<file path="src/rtl/riscv_mem_arbiter_pkg.sv">
// riscv_mem_arbiter_pkg: shared message layout, port ids and message builders
package riscv_mem_arbiter_pkg;
  localparam int req_msg_w = 67;
  localparam int resp_msg_w = 35;
  localparam int req_type_bit = 66;
  localparam int req_addr_lsb = 34;
  localparam int req_len_lsb = 32;
  localparam int resp_type_bit = 34;
  localparam int resp_len_lsb = 32;
  localparam int data_lsb = 0;
  typedef enum logic {port_imem = 1'b0, port_dmem = 1'b1} port_e;
  function automatic logic [req_msg_w-1:0] mk_req(input logic typ, input logic [31:0] addr,
                                                  input logic [1:0] len, input logic [31:0] data);
    return {typ, addr, len, data};
  endfunction
  function automatic logic [resp_msg_w-1:0] mk_resp(input logic typ, input logic [1:0] len,
                                                    input logic [31:0] data);
    return {typ, len, data};
  endfunction
endpackage

</file>
<file path="src/rtl/riscv_mem_arbiter_if.sv">
// riscv_mem_arbiter_if: requester, memory and status signals of the arbiter
interface riscv_mem_arbiter_if #(
  parameter int p_addr_sz = 32,
  parameter int p_data_sz = 32,
  parameter int p_max_outst = 4
);
  localparam int req_w = p_addr_sz + p_data_sz + 3;
  localparam int resp_w = p_data_sz + 3;
  logic [req_w-1:0] req0_msg, req1_msg, memreq_msg;
  logic req0_val, req0_rdy, req1_val, req1_rdy, memreq_val, memreq_rdy;
  logic [resp_w-1:0] resp0_msg, resp1_msg, memresp_msg;
  logic resp0_val, resp1_val, memresp_val;
  logic [$clog2(p_max_outst):0] outst_cnt;
  logic err_orphan;
  modport slave (
    input req0_msg, req0_val, req1_msg, req1_val, memreq_rdy, memresp_msg, memresp_val,
    output req0_rdy, req1_rdy, memreq_msg, memreq_val, resp0_msg, resp0_val,
    output resp1_msg, resp1_val, outst_cnt, err_orphan
  );
  modport master (
    output req0_msg, req0_val, req1_msg, req1_val, memreq_rdy, memresp_msg, memresp_val,
    input req0_rdy, req1_rdy, memreq_msg, memreq_val, resp0_msg, resp0_val,
    input resp1_msg, resp1_val, outst_cnt, err_orphan
  );
endinterface

</file>
<file path="src/rtl/riscv_mem_arbiter_tagq.sv">
// riscv_mem_arbiter_tagq: FIFO of issuing-port ids for in-flight memory requests
module riscv_mem_arbiter_tagq
  import riscv_mem_arbiter_pkg::*;
#(
  parameter int p_max_outst = 4
) (
  input  logic clk,
  input  logic reset,
  input  logic push,
  input  logic pop,
  input  port_e din,
  output port_e head,
  output logic full,
  output logic empty,
  output logic [$clog2(p_max_outst):0] count
);
  localparam int ptr_w = $clog2(p_max_outst);
  logic [p_max_outst-1:0] mem;
  logic [ptr_w-1:0] wr_ptr, rd_ptr;
  // tag storage and pointers; power-of-2 depth lets pointers wrap naturally
  always_ff @(posedge clk or negedge reset) begin
    if (!reset) begin
      mem <= '0;
      wr_ptr <= '0;
      rd_ptr <= '0;
      count <= '0;
    end else begin
      if (push) mem[wr_ptr] <= din;
      if (push) wr_ptr <= wr_ptr + 1'b1;
      if (pop) rd_ptr <= rd_ptr + 1'b1;
      count <= count + (ptr_w+1)'(push) - (ptr_w+1)'(pop);
    end
  end
  // status flags and head tag
  always_comb begin
    head = port_e'(mem[rd_ptr]);
    full = count == (ptr_w+1)'(p_max_outst);
    empty = count == '0;
  end
endmodule

</file>
<file path="src/rtl/riscv_mem_arbiter.sv">
// riscv_mem_arbiter: round-robin two-port arbiter onto one in-order memory port
module riscv_mem_arbiter
  import riscv_mem_arbiter_pkg::*;
#(
  parameter int p_addr_sz = 32,
  parameter int p_data_sz = 32,
  parameter int p_max_outst = 4
) (
  input logic clk,
  input logic reset,
  riscv_mem_arbiter_if.slave bus
);
  logic full, empty, grant, prio, fire, pop, err;
  port_e head;
  logic [$clog2(p_max_outst):0] count;
  logic [p_addr_sz+p_data_sz+2:0] grant_msg;
  logic [p_data_sz+2:0] resp_msg;
  riscv_mem_arbiter_tagq #(.p_max_outst(p_max_outst)) u_tagq (
    .clk(clk), .reset(reset), .push(fire), .pop(pop), .din(port_e'(grant)),
    .head(head), .full(full), .empty(empty), .count(count)
  );
  // grant, handshakes and response steering; everything is forced idle during reset
  always_comb begin
    grant = bus.req1_val && (!bus.req0_val || prio);
    grant_msg = grant ? bus.req1_msg : bus.req0_msg;
    resp_msg = bus.memresp_msg;
    bus.memreq_msg = grant_msg;
    bus.memreq_val = reset && (bus.req0_val || bus.req1_val) && !full;
    bus.req0_rdy = reset && !grant && bus.memreq_rdy && !full;
    bus.req1_rdy = reset && grant && bus.memreq_rdy && !full;
    fire = bus.memreq_val && bus.memreq_rdy;
    pop = reset && bus.memresp_val && !empty;
    bus.resp0_val = pop && head == port_imem;
    bus.resp1_val = pop && head == port_dmem;
    bus.resp0_msg = resp_msg;
    bus.resp1_msg = resp_msg;
    bus.outst_cnt = count;
    bus.err_orphan = err;
  end
  // round-robin pointer moves to the other port only when a request issues
  always_ff @(posedge clk or negedge reset) begin
    if (!reset) prio <= 1'b0;
    else if (fire) prio <= !grant;
  end
  // sticky flag for a memory response with no request in flight
  always_ff @(posedge clk or negedge reset) begin
    if (!reset) err <= 1'b0;
    else if (bus.memresp_val && empty) err <= 1'b1;
  end
endmodule

</file>
<file path="src/flat_wrapper.sv">
// flat-port wrapper written by rule: the top's interface ports become plain ports
module riscv_mem_arbiter_flat import riscv_mem_arbiter_pkg::*;
#(
  parameter int p_addr_sz = 32,
  parameter int p_data_sz = 32,
  parameter int p_max_outst = 4
)
  (clk, reset, bus_req0_msg, bus_req0_val, bus_req1_msg, bus_req1_val, bus_memreq_rdy, bus_memresp_msg, bus_memresp_val, bus_req0_rdy, bus_req1_rdy, bus_memreq_msg, bus_memreq_val, bus_resp0_msg, bus_resp0_val, bus_resp1_msg, bus_resp1_val, bus_outst_cnt, bus_err_orphan);
  riscv_mem_arbiter_if #(.p_addr_sz(p_addr_sz), .p_data_sz(p_data_sz), .p_max_outst(p_max_outst)) bus_i ();
  input logic clk;
  input logic reset;
  input wire logic [$bits(bus_i.req0_msg)-1:0] bus_req0_msg;
  input wire logic [$bits(bus_i.req0_val)-1:0] bus_req0_val;
  input wire logic [$bits(bus_i.req1_msg)-1:0] bus_req1_msg;
  input wire logic [$bits(bus_i.req1_val)-1:0] bus_req1_val;
  input wire logic [$bits(bus_i.memreq_rdy)-1:0] bus_memreq_rdy;
  input wire logic [$bits(bus_i.memresp_msg)-1:0] bus_memresp_msg;
  input wire logic [$bits(bus_i.memresp_val)-1:0] bus_memresp_val;
  output wire logic [$bits(bus_i.req0_rdy)-1:0] bus_req0_rdy;
  output wire logic [$bits(bus_i.req1_rdy)-1:0] bus_req1_rdy;
  output wire logic [$bits(bus_i.memreq_msg)-1:0] bus_memreq_msg;
  output wire logic [$bits(bus_i.memreq_val)-1:0] bus_memreq_val;
  output wire logic [$bits(bus_i.resp0_msg)-1:0] bus_resp0_msg;
  output wire logic [$bits(bus_i.resp0_val)-1:0] bus_resp0_val;
  output wire logic [$bits(bus_i.resp1_msg)-1:0] bus_resp1_msg;
  output wire logic [$bits(bus_i.resp1_val)-1:0] bus_resp1_val;
  output wire logic [$bits(bus_i.outst_cnt)-1:0] bus_outst_cnt;
  output wire logic [$bits(bus_i.err_orphan)-1:0] bus_err_orphan;
  assign bus_i.req0_msg = bus_req0_msg;
  assign bus_i.req0_val = bus_req0_val;
  assign bus_i.req1_msg = bus_req1_msg;
  assign bus_i.req1_val = bus_req1_val;
  assign bus_i.memreq_rdy = bus_memreq_rdy;
  assign bus_i.memresp_msg = bus_memresp_msg;
  assign bus_i.memresp_val = bus_memresp_val;
  assign bus_req0_rdy = bus_i.req0_rdy;
  assign bus_req1_rdy = bus_i.req1_rdy;
  assign bus_memreq_msg = bus_i.memreq_msg;
  assign bus_memreq_val = bus_i.memreq_val;
  assign bus_resp0_msg = bus_i.resp0_msg;
  assign bus_resp0_val = bus_i.resp0_val;
  assign bus_resp1_msg = bus_i.resp1_msg;
  assign bus_resp1_val = bus_i.resp1_val;
  assign bus_outst_cnt = bus_i.outst_cnt;
  assign bus_err_orphan = bus_i.err_orphan;
  riscv_mem_arbiter #(.p_addr_sz(p_addr_sz), .p_data_sz(p_data_sz), .p_max_outst(p_max_outst)) u_core (.clk(clk), .reset(reset), .bus(bus_i));
endmodule
</file>
<file path="config.mk">
export PLATFORM = sky130hd
export DESIGN_NAME = riscv_mem_arbiter_flat
export DESIGN_NICKNAME = d
export VERILOG_FILES = /design/src/rtl/riscv_mem_arbiter_pkg.sv /design/src/rtl/riscv_mem_arbiter_if.sv /design/src/rtl/riscv_mem_arbiter_tagq.sv /design/src/rtl/riscv_mem_arbiter.sv /design/src/flat_wrapper.sv
export SDC_FILE = /design/constraint.sdc
export NUM_CORES = 1
export LEC_CHECK = 0
export CAP_MARGIN = 20
export CELL_PAD_IN_SITES_DETAIL_PLACEMENT = 0
export CELL_PAD_IN_SITES_GLOBAL_PLACEMENT = 1
export CORE_MARGIN = 8
export CORE_UTILIZATION = 16
export DETAILED_ROUTE_END_ITERATION = 8
export PLACE_DENSITY = 0.85
export SETUP_SLACK_MARGIN = 0.05
export SLEW_MARGIN = 10
export SYNTH_ARGS = -nofsm -noshare
export SYNTH_HDL_FRONTEND = slang
export SYNTH_SLANG_ARGS = --single-unit
</file>
<file path="constraint.sdc">
create_clock -name clk -period 2.7 [get_ports clk]
set_input_delay 0.27 -clock clk [delete_from_list [all_inputs] [get_ports clk]]
set_output_delay 0.27 -clock clk [all_outputs]
set_load 0.005 [all_outputs]
</file>
; ---- After elaboration in Yosys (flattened, before gate mapping)
; Index checks and enable logic that the tools add are counted.
[totals]
regBits = 13
inputBits = 175
output_inout_bits = 146
wordCells = 44
[op_classes]
n_addsub = 4
magnitude_cmp = 3
n_eq_ne = 1
mux = 6
bitwise_logic = 1
n_reduce_logical = 23
[ops]
columns = op, n
row1 = $mux 67, 1
row2 = $logic_and 1x1->1, 16
row3 = $lt 2x3->1 const B, 2
row4 = $add 2x1->2 const B, 2
row5 = $bwmux 4, 1
row6 = $logic_not 1->1, 4
row7 = $add 3x1->3, 1
row8 = $eq 3x3->1 const B, 1
row9 = $logic_not 3->1, 1
row10 = $sub 3x1->3, 1
row11 = $bmux 1 s2, 1
row12 = $demux 1 s2, 1
row13 = $ge 2x1->1 const B, 1
row14 = $logic_or 1x1->1, 2
row15 = $mux 1, 2
row16 = $not 1->1, 1

; ---- Depth between registers and ports, before layout
; Gate-level depths: netlist of the first run.
[depth]
word_depth = 7
depth_mapped = 10
mapped_depth_nobuf = 9

; ---- Modules after synthesis
; Synthesis of the first run repeated with hierarchy kept, for this count alone.
[hier_totals]
cells_unflattened = 206
area_unflattened_um2 = 2044.5
[modules_own_cells]
columns = module, n_inst, cells_per_inst, area_each_um2, seq_area_each_um2
row1 = riscv_mem_arbiter, 1, 163, 1501.4, 50.0
row2 = riscv_mem_arbiter_tagq, 1, 43, 543.0, 275.3

; ---- Worst setup path before layout of the first run
; OpenSTA, ideal clock, no wires.
[synth_timing]
path_type = reg-to-reg
start = register u_core.u_tagq.count[1]
end = register u_core.u_tagq.count[2]
setup_time_ns = 0.123
arrival_time_ns = 2.046
required_time_ns = 2.577
path_slack_ns = 0.532
stages_incl_launch_ff = 11
n_path_buf = 1
period_less_slack_ns = 2.168
path_cell_list = dfrtp_1 > or3b_1 > buf_6 > and2_4 > inv_1 > ha_1 > inv_1 > ha_1 > fa_1 > xnor2_1 > xnor2_1
[synth_between]
elab_chain_len = 6
elab_cells_between_ends = 9
cone_classes = 2 x add/sub / 1 x eq/ne / 6 x reduce/logical
[synth_lines]
columns = item, line
row1 = start: declaration, riscv_mem_arbiter_tagq.sv:15  ; output logic [$clog2(p_max_outst):0] count
row2 = start signal: assignment, riscv_mem_arbiter_tagq.sv:31  ; count <= count + (ptr_w+1)'(push) - (ptr_w+1)'(pop);
row3 = $eq 3x3->1, riscv_mem_arbiter_tagq.sv:37  ; full = count == (ptr_w+1)'(p_max_outst);
row4 = $logic_not 1->1, riscv_mem_arbiter.sv:28  ; bus.memreq_val = reset && (bus.req0_val || bus.req1_val) && !full;
row5 = $logic_and 1x1->1, riscv_mem_arbiter.sv:28
row6 = $logic_and 1x1->1, riscv_mem_arbiter.sv:31  ; fire = bus.memreq_val && bus.memreq_rdy;
row7 = $add 3x1->3, riscv_mem_arbiter_tagq.sv:31
row8 = $sub 3x1->3 *, riscv_mem_arbiter_tagq.sv:31
; Every way passes the cells marked *; elsewhere a longest branch is shown, timed or not.
; A chain may end at the register's enable or synchronous reset.

; ---- Worst setup path in the final report of the first run
[layout_timing]
start = input bus_req0_val
end = output bus_memreq_msg[34]
[layout_between]
elab_chain_len = 4
[layout_lines]
columns = item, line
row1 = start: declaration, flat_wrapper.sv:13  ; input wire logic [$bits(bus_i.req0_val)-1:0] bus_req0_val;
row2 = $logic_not 1->1, riscv_mem_arbiter.sv:24  ; grant = bus.req1_val && (!bus.req0_val || prio);
row3 = $logic_or 1x1->1, riscv_mem_arbiter.sv:24
row4 = $logic_and 1x1->1, riscv_mem_arbiter.sv:24
row5 = $mux 67, riscv_mem_arbiter.sv:25  ; grant_msg = grant ? bus.req1_msg : bus.req0_msg;
row6 = end: declaration, flat_wrapper.sv:21  ; output wire logic [$bits(bus_i.memreq_msg)-1:0] bus_memreq_msg;
; Every way passes these cells.

==> results of run 1 <==
## synthesized netlist by cell type
library cell / n
nand4_1: 1
dfrtp_1: 13
nand2_1: 2
or3b_1: 1
nor3_1: 1
xor2_1: 1
inv_1: 6
fa_1: 1
mux2_4: 65
mux2_2: 6
o211a_1: 2
xnor2_1: 4
a21o_1: 1
nand3_1: 6
nor2_1: 2
and2_1: 1
o21ai_1: 1
buf_12: 7
buf_6: 2
nor2b_1: 1
buf_4: 70
nand2b_4: 1
mux4_2: 1
o311a_1: 1
o2bb2ai_1: 1
and2_4: 2
ha_1: 6
## worst paths after layout
| path | startpoint | endpoint | cells past startpoint |
|---|---|---|---|
| setup / recovery | bus_req0_val | bus_memreq_msg[34] | 6 |
| hold / removal | reset | u_core.u_tagq.count[0] | 2 |
| setup reg to reg | u_core.u_tagq.count[1] | u_core.u_tagq.count[2] | 9 |
| hold reg to reg | u_core.bus.err_orphan | u_core.bus.err_orphan | 1 |
| max in group asynchronous | reset | u_core.u_tagq.mem[0] | 2 |
| min in group clk | u_core.bus.err_orphan | u_core.bus.err_orphan | 1 |
## final cells by class
class                      count  share of cell area [%]
multi-input combinational    108                   32.22
tap                          184                   5.434
clock buffer                   4                   1.861
timing repair buffer         220                   52.27
sequential                    13                   7.679
inverter                       6                  0.5316
## through the flow
step,instances,cell area (um^2),setup slack [ps],hold WS (ps)
floorplan,206,2401,531.6,-25.59
global placement,531,4158,254.4,452.2
detailed placement,531,4158,181.5,450.0
CTS,535,4237,223.3,364.6
global route,535,4237,168.9,379.7
finish,535,4237,236.5,365.1
## power by group
group | switching, mW | total (mW) | internal, mW | leakage [nW]
registers | 0.0826 | 0.378 | 0.295 | 0.155
clock network | 0.0827 | 0.282 | 0.199 | 0.0382
logic | 0.423 | 1.32 | 0.901 | 1.58
## registers in the layout, indices dropped and copies added (netlist names)
register	count
u_core.u_tagq.mem	4
u_core.bus.err_orphan	1
u_core.prio	1
u_core.u_tagq.wr_ptr	2
u_core.u_tagq.rd_ptr	2
u_core.u_tagq.count	3
## cell families after synthesis
logic type                 count (synthesis)  share of synthesized area, %
DFF                                       13                         13.55
adders and majority gates                  7                         3.960
xor gates and xnor gates                   5                         1.824
AOI/OAI and AO/OA                          6                         2.137
muxes                                     72                         44.40
buffers and inverters                     85                         29.60
and+or+nand+nor                           18                         4.534
## cell usage in the layout, fill, tap and decap left out, types with 2 or more instances in the layout
master           Yosys  layout
inv_1                6       6
mux2_4              65      65
and2_4               2       2
xnor2_1              4       4
buf_4               70       3
buf_12               7       2
o211a_1              2       2
mux2_2               6       6
nor2_1               2       2
nand2_1              2       2
clkbuf_16            0       3
dfrtp_1             13      13
clkdlybuf4s50_1      0     215
nand3_1              6       6
ha_1                 6       6
## per-layer routing
metal / global-route usage (%) / up-vias / wire length, um
met3: 5.205 / 2 / 1138
met5: 0 / - / 0
met1: 11.17 / 912 / 4171
met2: 15.45 / 170 / 4641
met4: 1.030 / 0 / 24
li1: - / 926 / -
==> metrics.txt, run 1 <==
# rows=44; vias per cell=3.757; register area share after synthesis=13.55%; Root Buffer Master=clkbuf_16; largest net degree at the start of global routing=40; maximum VDD drop=687.3 uV; Worst Path Arrival=2190 ps; Core ar.=0.01459 mm^2; total track usage=9.544%; syn nets=388; CTS-repair resized insts=0; status=complete, no violations; global-route wire length before repair=14.50 mm; synthesized flop and latch total=13; Die Height=138.5 um; TritonCTS clock tree=done; worst slew pin tran=303.1 ps; reg2reg setup slack=390 ps; GPL Wtd Cong=0.8367; Post-DRT Antenna Nets=0; Ports=321; die area=0.01918 mm^2; RSZ-0062 raised after global routing=no; Tcrit/Tclk final=91.24%; YS warnings=0; die width=138.5 um; Final Hold Fails=0; # DRC=0; TritonCTS buffer count=3; nets=534; crit end category=output port; largest area contributor in the netlist=mux2_4; CP max-delay cell=clkdlybuf4s50_1; post-synth top area share=40.65%; Crit path max-delay family=buffers and inverters; via count of the first global-routing pass=2222; filler cell count=1455; n_diodes=0; top cells by area, synth=mux2_4, buf_4, dfrtp_1; final setup fails=0; Fmax achieved=405.9 MHz; Post CTS Setup Buffer Count=0; initial antenna violation count=0; Total Power=1.984 mW; class of the worst hold path=in2async; Critical Path Start Type=input pin; CP max FO=39; Buf/Inv on CP=3; most frequent CP cell=clkdlybuf4s50_1; DRT iter0 DRCs=48; GRT overflow=0; total negative slack=0 ps; Worst Clk Skew=4.946 ps; Reg area=325.3 um^2; P&R area growth vs syn=76.45%; number of port buffers=215; register clock-pin slew on the reported worst setup and hold paths=50 ps; cells after synthesis=206; Max Cap Violations=0; worst rel slew slack=79.79%; footprint of the multi-input gates=0.001365 mm^2; slowest stage delay, CP=510 ps; hold buffer count at cts=0; fin crit period=2464 ps; DP HPWL=8.910 mm; final slew viol count=0; WL final=9.975 mm; Yosys cell types=27; later-pin clock latency in the skew report=240 ps; Syn Area/Cell=11.66 um^2; DRT Pass-1 Iters=4; CTS max path bufs=2; P_leak=1.769 nW; H-tree lvl count=1; share of layout cells above drive strength 1=23.65%; WP data required=2430 ps; clk sinks=13; synthesized area=0.002401 mm^2; routed length per instance=18.64 um; Critical Path, Cell by Cell=clkdlybuf4s50_1 > nand2b_4 > and2_4 > buf_12 > mux2_4 > clkdlybuf4s50_1; via count=2010; Pwr per Cell Area=468.2 mW/mm^2; worst setup path class=in2out; Initial Util=16.46%; post-layout utilization of the core=29.04%
(Power assumes the default switching activity.)
==> run 2: changes to the inputs <==
--- a/config.mk
+++ b/config.mk
@@ -8,10 +8,12 @@
 export CAP_MARGIN = 20
 export CELL_PAD_IN_SITES_DETAIL_PLACEMENT = 0
 export CELL_PAD_IN_SITES_GLOBAL_PLACEMENT = 1
-export CORE_MARGIN = 8
-export CORE_UTILIZATION = 16
+export CORE_AREA = 8 8 117 119
 export DETAILED_ROUTE_END_ITERATION = 8
-export PLACE_DENSITY = 0.85
+export DIE_AREA = 0 0 125 127
+export DONT_BUFFER_PORTS = 1
+export PLACE_DENSITY = 0.49
+export REMOVE_ABC_BUFFERS = 1
 export SETUP_SLACK_MARGIN = 0.05
 export SLEW_MARGIN = 10
 export SYNTH_ARGS = -nofsm -noshare
==> constraint.sdc (replaced) <==
create_clock -name clk -period 2.7 [get_ports clk]
set_input_delay 0.81 -clock clk [delete_from_list [all_inputs] [get_ports clk]]
set_output_delay 0.81 -clock clk [all_outputs]
set_load 0.005 [all_outputs]
==> run 2 against run 1 <==
  * Via count is 36% lower
  * Cell area is 52% lower
  * Register-to-register slack better by 130 ps
  * Largest cell class is now multi-input combinational cells
==> metrics.txt, run 2 (same netlist as run 1, synthesis figures left out) <==
Die Height=127 um (-8.3%); register clock-pin slew on the reported worst setup and hold paths=50 ps (about the same); worst rel slew slack=74.92% (-4.9 points); Post-DRT Antenna Nets=0 (unchanged); worst slew pin tran=376.2 ps (+73.06 ps); Worst Path Arrival=1780 ps (-410 ps); most frequent cells in the layout=mux2_4, dfrtp_1; maximum VDD drop=281.7 uV (-59%); P&R area growth vs syn=-15.89%; r2r startpoint=u_core.u_tagq.count[1]; Ports=321 (unchanged); max reg flops=4 (unchanged); n_diodes=0 (unchanged); number of port buffers=0 (-100%); Fmax achieved=386.7 MHz (-4.7%); via count of the first global-routing pass=1395 (-37%); global-route wire length before repair=13.20 mm (-9.0%); DP HPWL=9.089 mm (+2.0%); CTS max path bufs=2 (unchanged); Max Cap Violations=0 (unchanged); DRT iter0 DRCs=58 (+21%); # rows=40 (-9.1%); Initial Util=20.33% (+3.9 points); met1 WL=3.685 mm (-12%); Tcrit/Tclk final=95.79% (+4.5 points); status=complete, no violations; class of the worst hold path=in2async; die width=125 um (-9.7%); total track usage=11.52% (+2.0 points); P_leak=0.9229 nW (-48%); TritonCTS buffer count=3 (unchanged); vias per cell=4.589 (+22%); # DRC=0 (unchanged); Top Registers=u_core.u_tagq.mem x4, u_core.u_tagq.count x3; die area=0.01588 mm^2 (-17%); Critical Path Start Type=input pin; WP data required=1890 ps (-540 ps); fin crit period=2586 ps (+122.8 ps); clk sinks=13 (unchanged); Setup crit start=bus_req0_val; Final Hold Fails=0 (unchanged); Post CTS Setup Buffer Count=0 (unchanged); nets=318 (-40%); largest net degree at the start of global routing=51 (+28%); later-pin clock latency in the skew report=240 ps (about the same); worst setup path class=in2out; share of layout cells above drive strength 1=61.48% (+38 points); Total Power=1.415 mW (-29%); via count=1294 (-36%); largest register by flop count=u_core.u_tagq.mem; GRT overflow=0 (unchanged); Pwr per Cell Area=700.5 mW/mm^2 (+50%); TritonCTS clock tree=done; Final Hold Slack=259.1 ps (-106.0 ps); final slew viol count=0 (unchanged); CP max FO=50 (+28%); WL final=10.19 mm (+2.2%); hold buffer count at cts=0 (unchanged); H-tree lvl count=1 (unchanged); Max Used Layer=met5; met3 WL post-DR=2.276 mm (+100%); RSZ-0062 raised after global routing=no; Root Buffer Master=clkbuf_16; Detail Route met2 WL=4.075 mm (-12%); GPL Wtd Cong=0.7291 (-13%); crit end category=output port; Core ar.=0.01181 mm^2 (-19%); final setup fails=0 (unchanged); routed length per instance=36.15 um (+94%); DRT Pass-1 Iters=4 (unchanged); CTS-repair resized insts=0 (unchanged); most common cell after layout, fill and taps aside=mux2_4; Worst Clk Skew=3.859 ps (-1.087 ps); initial antenna violation count=0 (unchanged)
## run 2: cell count changes in the layout (fill, tap and decap cells not counted), sizes merged
cell | before | now
clkinv | 0 | 1
clkdlybuf4s50 | 215 | 0
clkbuf | 4 | 3
buf | 5 | 4
## run 2: cell type report
class	count	area (um^2)
clock buffers	3	75.07
clock inverters	1	5.005
fillers	1284	9792
inverters	6	22.52
multi-input cells	108	1365
flip-flops and latches	13	325.3
well taps	147	183.9
repair buffers	4	42.54
## run 2: per-stage QoR
step | cell area [um^2] | TNS [ps] | worst slack, ps | utilization [%] | instances
after floorplan | 1713 | -10940 | -229.9 | - | 127
after global placement | 1939 | 0 | 125.7 | 16.42 | 278
after detailed placement | 1939 | 0 | 111.6 | 16.42 | 278
after CTS | 2019 | 0 | 109.9 | 17.10 | 282
after global routing | 2019 | 0 | 77.81 | 17.10 | 282
final | 2019 | 0 | 113.7 | 17.10 | 282
## run 2: per-layer routing
| layer | global-route usage, % | up-vias |
|---|---|---|
| met2 | 14.92 | 188 |
| met1 | 12.24 | 608 |
| met5 | 4.560 | - |
| met3 | 12.48 | 6 |
| li1 | - | 490 |
| met4 | 1.648 | 2 |
## run 2: final timing paths
path	depth (start not counted)	slack, ps	end
min reg2reg	1	490	u_core.u_tagq.rd_ptr[1]
max reg2reg	7	520	u_core.u_tagq.count[2]
max	4	110	bus_memreq_msg[43]
min	0	260	u_core.u_tagq.count[0]
max in group asynchronous	0	2360	u_core.prio
min in group clk	1	490	u_core.u_tagq.rd_ptr[1]
## run 2: worst max-delay path: stages
cell	delay (ps)
nand2b_4	50
and2_4	170
buf_12	290
mux2_2	400
## run 2: power breakdown
part	switching, mW	total, mW	internal (mW)
registers	0.0931	0.388	0.295
clock network	0.0844	0.282	0.197
logic	0.318	0.745	0.427
total	0.495	1.41	0.919
==> run 3: changes to the inputs <==
--- a/config.mk
+++ b/config.mk
@@ -14,7 +14,6 @@
 export DONT_BUFFER_PORTS = 1
 export PLACE_DENSITY = 0.49
 export REMOVE_ABC_BUFFERS = 1
-export SETUP_SLACK_MARGIN = 0.05
 export SLEW_MARGIN = 10
 export SYNTH_ARGS = -nofsm -noshare
 export SYNTH_HDL_FRONTEND = slang
==> results of run 3 <==
Same layout as run 2: the final DEF is identical, and so are final timing and power.
